## src/rtl/lane_frame_assembler_if.sv

```systemverilog
// -----------------------------------------------------------------------------
// lane_frame_assembler_if
//
// Purpose:
//   Bundles the byte-stream input handshake and the frame output handshake of
//   lane_frame_assembler into one interface.
//
// Signals:
//   s_valid     byte on s_data is valid
//   s_ready     assembler can take a byte this cycle
//   s_data      input byte
//   s_last      final byte of a frame (only meaningful with s_valid)
//   m_valid     a completed frame is being presented
//   m_ready     consumer takes the presented frame this cycle
//   m_word      frame bytes 0 (low) and 1 (high)
//   m_lanes     lane i holds frame byte 2+i at bits [8i+7:8i]
//   m_short     frame was cut short by s_last
//   m_frame_id  sequence number of the presented frame
//
// Modports:
//   slave   the assembler side (consumes bytes, produces frames)
//   master  the environment side (produces bytes, consumes frames)
// -----------------------------------------------------------------------------
interface lane_frame_assembler_if #(
    parameter int NUM_UNITS = 2,
    parameter int ID_WIDTH  = 8
);
    logic                   s_valid;
    logic                   s_ready;
    logic [7:0]             s_data;
    logic                   s_last;
    logic                   m_valid;
    logic                   m_ready;
    logic [15:0]            m_word;
    logic [8*NUM_UNITS-1:0] m_lanes;
    logic                   m_short;
    logic [ID_WIDTH-1:0]    m_frame_id;

    modport slave (
        input  s_valid, s_data, s_last, m_ready,
        output s_ready, m_valid, m_word, m_lanes, m_short, m_frame_id
    );

    modport master (
        output s_valid, s_data, s_last, m_ready,
        input  s_ready, m_valid, m_word, m_lanes, m_short, m_frame_id
    );
endinterface

```

## src/rtl/lane_frame_assembler.sv

```systemverilog
// -----------------------------------------------------------------------------
// lane_frame_assembler
//
// Purpose:
//   Collects a serial stream of 8-bit bytes into one parallel frame made of a
//   16-bit word followed by NUM_UNITS lane bytes. A frame ends either after
//   FRAME_LEN = 2 + NUM_UNITS bytes or early on s_last. The completed frame is
//   presented with m_valid and held stable until m_ready is seen.
//
// Parameters:
//   NUM_UNITS  number of 8-bit lanes per frame (1..16)
//   ID_WIDTH   width of the wrapping frame sequence counter
//
// Ports:
//   clk      rising-edge clock
//   rst      synchronous, active-high reset
//   bus      lane_frame_assembler_if.slave (byte input + frame output)
//   state_o  debug view of the FSM: 0 IDLE, 1 ACTIVE, 2 DONE
// -----------------------------------------------------------------------------
module lane_frame_assembler #(
    parameter int NUM_UNITS = 2,
    parameter int ID_WIDTH  = 8
) (
    input  logic                        clk,
    input  logic                        rst,
    lane_frame_assembler_if.slave       bus,
    output logic [1:0]                  state_o
);

    localparam int FRAME_LEN = 2 + NUM_UNITS;
    localparam int IDX_W     = $clog2(FRAME_LEN);
    localparam logic [IDX_W-1:0] LAST_IDX = IDX_W'(FRAME_LEN - 1);

    typedef enum logic [1:0] {
        ST_IDLE   = 2'd0,
        ST_ACTIVE = 2'd1,
        ST_DONE   = 2'd2
    } state_t;

    state_t                 r_state;
    logic [IDX_W-1:0]       r_idx;
    logic [15:0]            r_word;
    logic [8*NUM_UNITS-1:0] r_lanes;
    logic                   r_short;
    logic                   r_valid;
    logic [ID_WIDTH-1:0]    r_frameId;

    logic                   w_sReady;
    logic                   w_accept;
    logic                   w_lastPos;
    logic                   w_endFrame;

    // Input side is ready whenever no finished frame is being held. It looks
    // only at the state, never at m_ready, so a byte can never be taken in the
    // same cycle as the frame handshake; the handshake costs one bubble cycle.
    assign w_sReady   = !rst && (r_state != ST_DONE);
    assign w_accept   = bus.s_valid && w_sReady;
    assign w_lastPos  = (r_idx == LAST_IDX);
    assign w_endFrame = w_lastPos || bus.s_last;

    // Frame assembly FSM. Every byte is written straight into its final output
    // register position, so the frame fields are registers and m_valid rises on
    // the same edge that captures the last byte. Fields are zeroed at reset and
    // at each handshake so a short frame shows zeros in positions never written.
    always_ff @(posedge clk) begin
        if (rst) begin
            r_state   <= ST_IDLE;
            r_idx     <= '0;
            r_word    <= '0;
            r_lanes   <= '0;
            r_short   <= 1'b0;
            r_valid   <= 1'b0;
            r_frameId <= '0;
        end else begin
            case (r_state)
                ST_IDLE, ST_ACTIVE: begin
                    if (w_accept) begin
                        if (r_idx == IDX_W'(0)) begin
                            r_word[7:0] <= bus.s_data;
                        end
                        if (r_idx == IDX_W'(1)) begin
                            r_word[15:8] <= bus.s_data;
                        end
                        for (int i = 0; i < NUM_UNITS; i++) begin
                            if (r_idx == IDX_W'(i + 2)) begin
                                r_lanes[8*i +: 8] <= bus.s_data;
                            end
                        end

                        // A frame closes on its last slot or on s_last; only
                        // the latter, before the last slot, marks it short.
                        if (w_endFrame) begin
                            r_state <= ST_DONE;
                            r_valid <= 1'b1;
                            r_short <= !w_lastPos;
                        end else begin
                            r_idx   <= r_idx + IDX_W'(1);
                            r_state <= ST_ACTIVE;
                        end
                    end
                end

                ST_DONE: begin
                    // Held frame is released; the sequence number advances
                    // and wraps naturally at the counter width.
                    if (bus.m_ready) begin
                        r_state   <= ST_IDLE;
                        r_idx     <= '0;
                        r_valid   <= 1'b0;
                        r_word    <= '0;
                        r_lanes   <= '0;
                        r_short   <= 1'b0;
                        r_frameId <= r_frameId + ID_WIDTH'(1);
                    end
                end

                default: begin
                    r_state <= ST_IDLE;
                    r_idx   <= '0;
                    r_valid <= 1'b0;
                end
            endcase
        end
    end

    assign bus.s_ready    = w_sReady;
    assign bus.m_valid    = r_valid;
    assign bus.m_word     = r_word;
    assign bus.m_lanes    = r_lanes;
    assign bus.m_short    = r_short;
    assign bus.m_frame_id = r_frameId;
    assign state_o        = r_state;

endmodule

```

## src/flat_wrapper.sv

```systemverilog
// flat-port wrapper written by rule: the top's interface ports become plain ports
module lane_frame_assembler_flat 
#(
    parameter int NUM_UNITS = 2,
    parameter int ID_WIDTH  = 8
)
  (clk, rst, state_o, bus_s_valid, bus_s_data, bus_s_last, bus_m_ready, bus_s_ready, bus_m_valid, bus_m_word, bus_m_lanes, bus_m_short, bus_m_frame_id);
  lane_frame_assembler_if #(.NUM_UNITS(NUM_UNITS), .ID_WIDTH(ID_WIDTH)) bus_i ();
  input  logic clk;
  input  logic rst;
  output logic [1:0] state_o;
  input wire logic [$bits(bus_i.s_valid)-1:0] bus_s_valid;
  input wire logic [$bits(bus_i.s_data)-1:0] bus_s_data;
  input wire logic [$bits(bus_i.s_last)-1:0] bus_s_last;
  input wire logic [$bits(bus_i.m_ready)-1:0] bus_m_ready;
  output wire logic [$bits(bus_i.s_ready)-1:0] bus_s_ready;
  output wire logic [$bits(bus_i.m_valid)-1:0] bus_m_valid;
  output wire logic [$bits(bus_i.m_word)-1:0] bus_m_word;
  output wire logic [$bits(bus_i.m_lanes)-1:0] bus_m_lanes;
  output wire logic [$bits(bus_i.m_short)-1:0] bus_m_short;
  output wire logic [$bits(bus_i.m_frame_id)-1:0] bus_m_frame_id;
  assign bus_i.s_valid = bus_s_valid;
  assign bus_i.s_data = bus_s_data;
  assign bus_i.s_last = bus_s_last;
  assign bus_i.m_ready = bus_m_ready;
  assign bus_s_ready = bus_i.s_ready;
  assign bus_m_valid = bus_i.m_valid;
  assign bus_m_word = bus_i.m_word;
  assign bus_m_lanes = bus_i.m_lanes;
  assign bus_m_short = bus_i.m_short;
  assign bus_m_frame_id = bus_i.m_frame_id;
  lane_frame_assembler #(.NUM_UNITS(NUM_UNITS), .ID_WIDTH(ID_WIDTH)) u_core (.clk(clk), .rst(rst), .bus(bus_i), .state_o(state_o));
endmodule
```

## config.mk

```make
export PLATFORM = sky130hd
export DESIGN_NAME = lane_frame_assembler_flat
export DESIGN_NICKNAME = d
export VERILOG_FILES = /design/src/rtl/lane_frame_assembler_if.sv /design/src/rtl/lane_frame_assembler.sv /design/src/flat_wrapper.sv
export SDC_FILE = /design/constraint.sdc
export NUM_CORES = 1
export LEC_CHECK = 0
export CORE_MARGIN = 8
export CORE_UTILIZATION = 46
export CTS_BUF_LIST = sky130_fd_sc_hd__clkbuf_8
export DETAILED_ROUTE_END_ITERATION = 6
export PLACE_DENSITY = 0.84
export SLEW_MARGIN = 15
export SYNTH_ARGS = -nofsm -noshare
export SYNTH_HDL_FRONTEND = slang
export SYNTH_SLANG_ARGS = --single-unit
```

## constraint.sdc

```tcl
create_clock -name clk -period 1.5 [get_ports clk]
set_input_delay 0.225 -clock clk [delete_from_list [all_inputs] [get_ports clk]]
set_output_delay 0.225 -clock clk [all_outputs]
set_load 0.02 [all_outputs]
```

==> run_results.csv <==
group,metric,value,unit
status,status,"finished, final reports clean",
setup_path,worstPathMaxFanout,6,
placement,pre_cts_slack,-278,ps
placement,hpwl,3580,um
floorplan,start_util,0.470,
drt,num_vias,1627,
pwr,clockPowerShare,0.344,
setup_path,end_kind,"flop",
clock_network,clockBufferDepth,2,
drt,wl,5010,um
clock_network,cts_tree,"yes",
drt,drt-initial-drc-count,74,
global_routing,antenna_found_initial,0,
sta,slew_viol_final,0,
synthesis,synth.distinct_cells,35,
synthesis,syn_inst,191,
placement,place_area,2790,sq um
finish,layout.cells.non_filler,318,
clock_network,clkLatencyLatePin,300,ps
pwr,p_comb_frac,0.137,
synthesis,synth_fp_nets,209,
pwr,switching_power,0.601,mW
drt,drt.antenna.violating_nets,0,
setup_path,arrival,1660,ps
finish,fillers,324,
hold_path,hold_path.class,"flop to flop",
sta,setup_slack,69.2,ps
pwr,peakVddDrop,0.571,mV
global_routing,grt_pass1_wl,7570,um
synthesis,synth_edf_count,0,
floorplan,rows,24,
pwr,sequentialPowerShare,0.519,
drt,avgRoutedWirePerCell,15.8,um
synthesis,ys.flop_type,"dfxtp_1",
sta,max_freq,0.699,GHz
floorplan,die_h,82.0,um
sta,finalClockSkew,5.55,ps
finish,final_area,2950,sq um
synthesis,ys_ff_latch,46,
setup_path,startpoint_type,"flop",
clock_network,numCtsBuffers,5,
finish,diodes,0,
sta,period_needed,1430,ps
drt,firstDrtPassIters,4,
clock_network,ctsResizeCount,18,
pwr,p_int,1.85,mW
floorplan,dieArea,6730,sq um
run,drv_cap,0,
finish,final_nets,283,
sta,relSlewSlack,0.789,
drt,viasPerCell,5.12,
global_routing,first_global_vias,1610,
synthesis,yosysSeqAreaShare,0.459,
clock_network,h-tree-depth,2,
synthesis,synthArstFlopShare,0,
clock_network,holdBufCountCts,0,
sta,rsz0062_at_grt,"no",
clock_network,clk_pin_slew,90,ps
pwr,power.total,2.45,mW
synthesis,synth_area_leader_cell,"dfxtp_1",
clock_network,root_buffer,"clkbuf_8",
sta,hold_violations,0,
global_routing,grt.overflow.total,0,
sta,fin_crit_sh,0.954,
floorplan,die_w,82.0,um
global_routing,grt_use_total,0.144,
synthesis,synth_area_leaders,"dfxtp_1 46%, mux2i_1 16%, nand2b_1 10%, a21oi_4 3.2%, ha_1 3.1%",
finish,final_util,0.691,
pwr,p_leak,1.83,nW
placement,io_buffers,57,
drt,drc,0,
pwr,power-per-cell-area,831,nW/um^2
clock_network,cts_setup_buffers,0,
setup_path,worstPathRequired,1730,ps
clock_network,clock_sinks,46,
floorplan,coreArea,4260,sq um
pwr,swShare,0.246,
finish,drive_gt1_frac,0.150,
setup_path,critPathKind,"flop to flop",
finish,syn2layout_area_growth,47.0,%
sta,setup_viol,0,
floorplan,ios,58,
global_routing,grt_max_degree,38,
synthesis,yosysWarnings,0,
synthesis,synth.avg_cell_area,10.5,sq um
synthesis,yosys.area.top_type_share,0.459,
finish,final_common_cell,"dfxtp_1",
finish,most-common-layout-cells,"45 x dfxtp_1, 32 x nand2b_1, 32 x mux2i_1",
placement,dp.cells,310,
placement,place_congestion,0.796,
synthesis,syn-cell-area,2010,sq um
sta,max_slew.worst_pin.slew,314,ps
sequential cells by signal, summed over array words and instances, names as in the netlist:
name	count
u_core.bus.m_valid	1
u_core.bus.m_lanes	16
u_core.state_o	2
u_core.r_idx	2
u_core.bus.m_short	1
u_core.bus.m_word	16
u_core.bus.m_frame_id	8
worst max-delay path, stage by stage (launching register included):
cell and delay, ps:
dfxtp_1 320, buf_4 140, nand3b_2 240, or4_1 520
a21oi_1 150
power groups by stage:
stage | clock network (mW) | registers (mW) | logic (mW)
3_5_place_dp | 0 | 1.30 | 0.347
5_1_grt | 0.911 | 1.28 | 0.356
6_report | 0.842 | 1.27 | 0.335
2_1_floorplan | 0 | 1.34 | 0.138
4_1_cts | 0.854 | 1.27 | 0.344
3_3_place_gp | 0 | 1.30 | 0.342
per-stage QoR:
stage,TNS [ps],hold slack [ps]
after global placement,-5530,460
after floorplan,0,433
final,0,477
after detailed placement,-7350,467
after CTS,0,482
after global routing,0,498
routing by layer:
metal | vias up | wire (um) | GRT usage
met1 | 776 | 2120 | 0.167
met2 | 31 | 2610 | 0.253
met3 | 8 | 193 | 0.0284
li1 | 812 | - | -
met5 | - | 0 | 0
met4 | 0 | 88 | 0.0614
worst paths after layout:
path                             start                        to  slack, ps  cells after the start
hold reg to reg   u_core.bus.m_word[0]      u_core.bus.m_word[0]        480                      2
hold / removal    u_core.bus.m_word[0]      u_core.bus.m_word[0]        480                      2
setup reg to reg     u_core.state_o[0]  u_core.bus.m_frame_id[5]         70                      4
setup / recovery     u_core.state_o[0]  u_core.bus.m_frame_id[5]         70                      4
area by class of cell:
cell class | count | area, sq um | share of cell area
Timing Repair Buffer | 76 | 812 | 0.275
Clock buffer | 7 | 96.3 | 0.0327
Multi-Input combinational cell | 133 | 1030 | 0.350
Sequential cell | 46 | 922 | 0.313
Inverter | 3 | 11.3 | 0.00382
Clock inverter | 1 | 8.76 | 0.00297
Tap cell | 52 | 65.1 | 0.0221
kinds of logic (layout without fill, tap and decap cells):
logic type	after synthesis	count (layout)	synth area share
simple gates	70	70	0.223
flops	46	46	0.459
mux	32	32	0.160
compound gates	24	24	0.0892
buf+inv	12	87	0.0287
fa+ha+maj	5	5	0.0312
xor+xnor	2	2	0.00874
cell usage after synthesis, drive strengths merged, types with 2 or more instances:
cell type / instances
inv: 3
ha: 5
nand3b: 9
clkbuf: 6
buf: 3
or4: 2
nor2: 5
o31ai: 2
nor3b: 3
o211ai: 2
mux2i: 32
dfxtp: 46
or3: 3
nand3: 3
nand4: 2
o21ai: 4
nand2: 4
a21oi: 15
nand2b: 32
(Power assumes the default switching activity.)
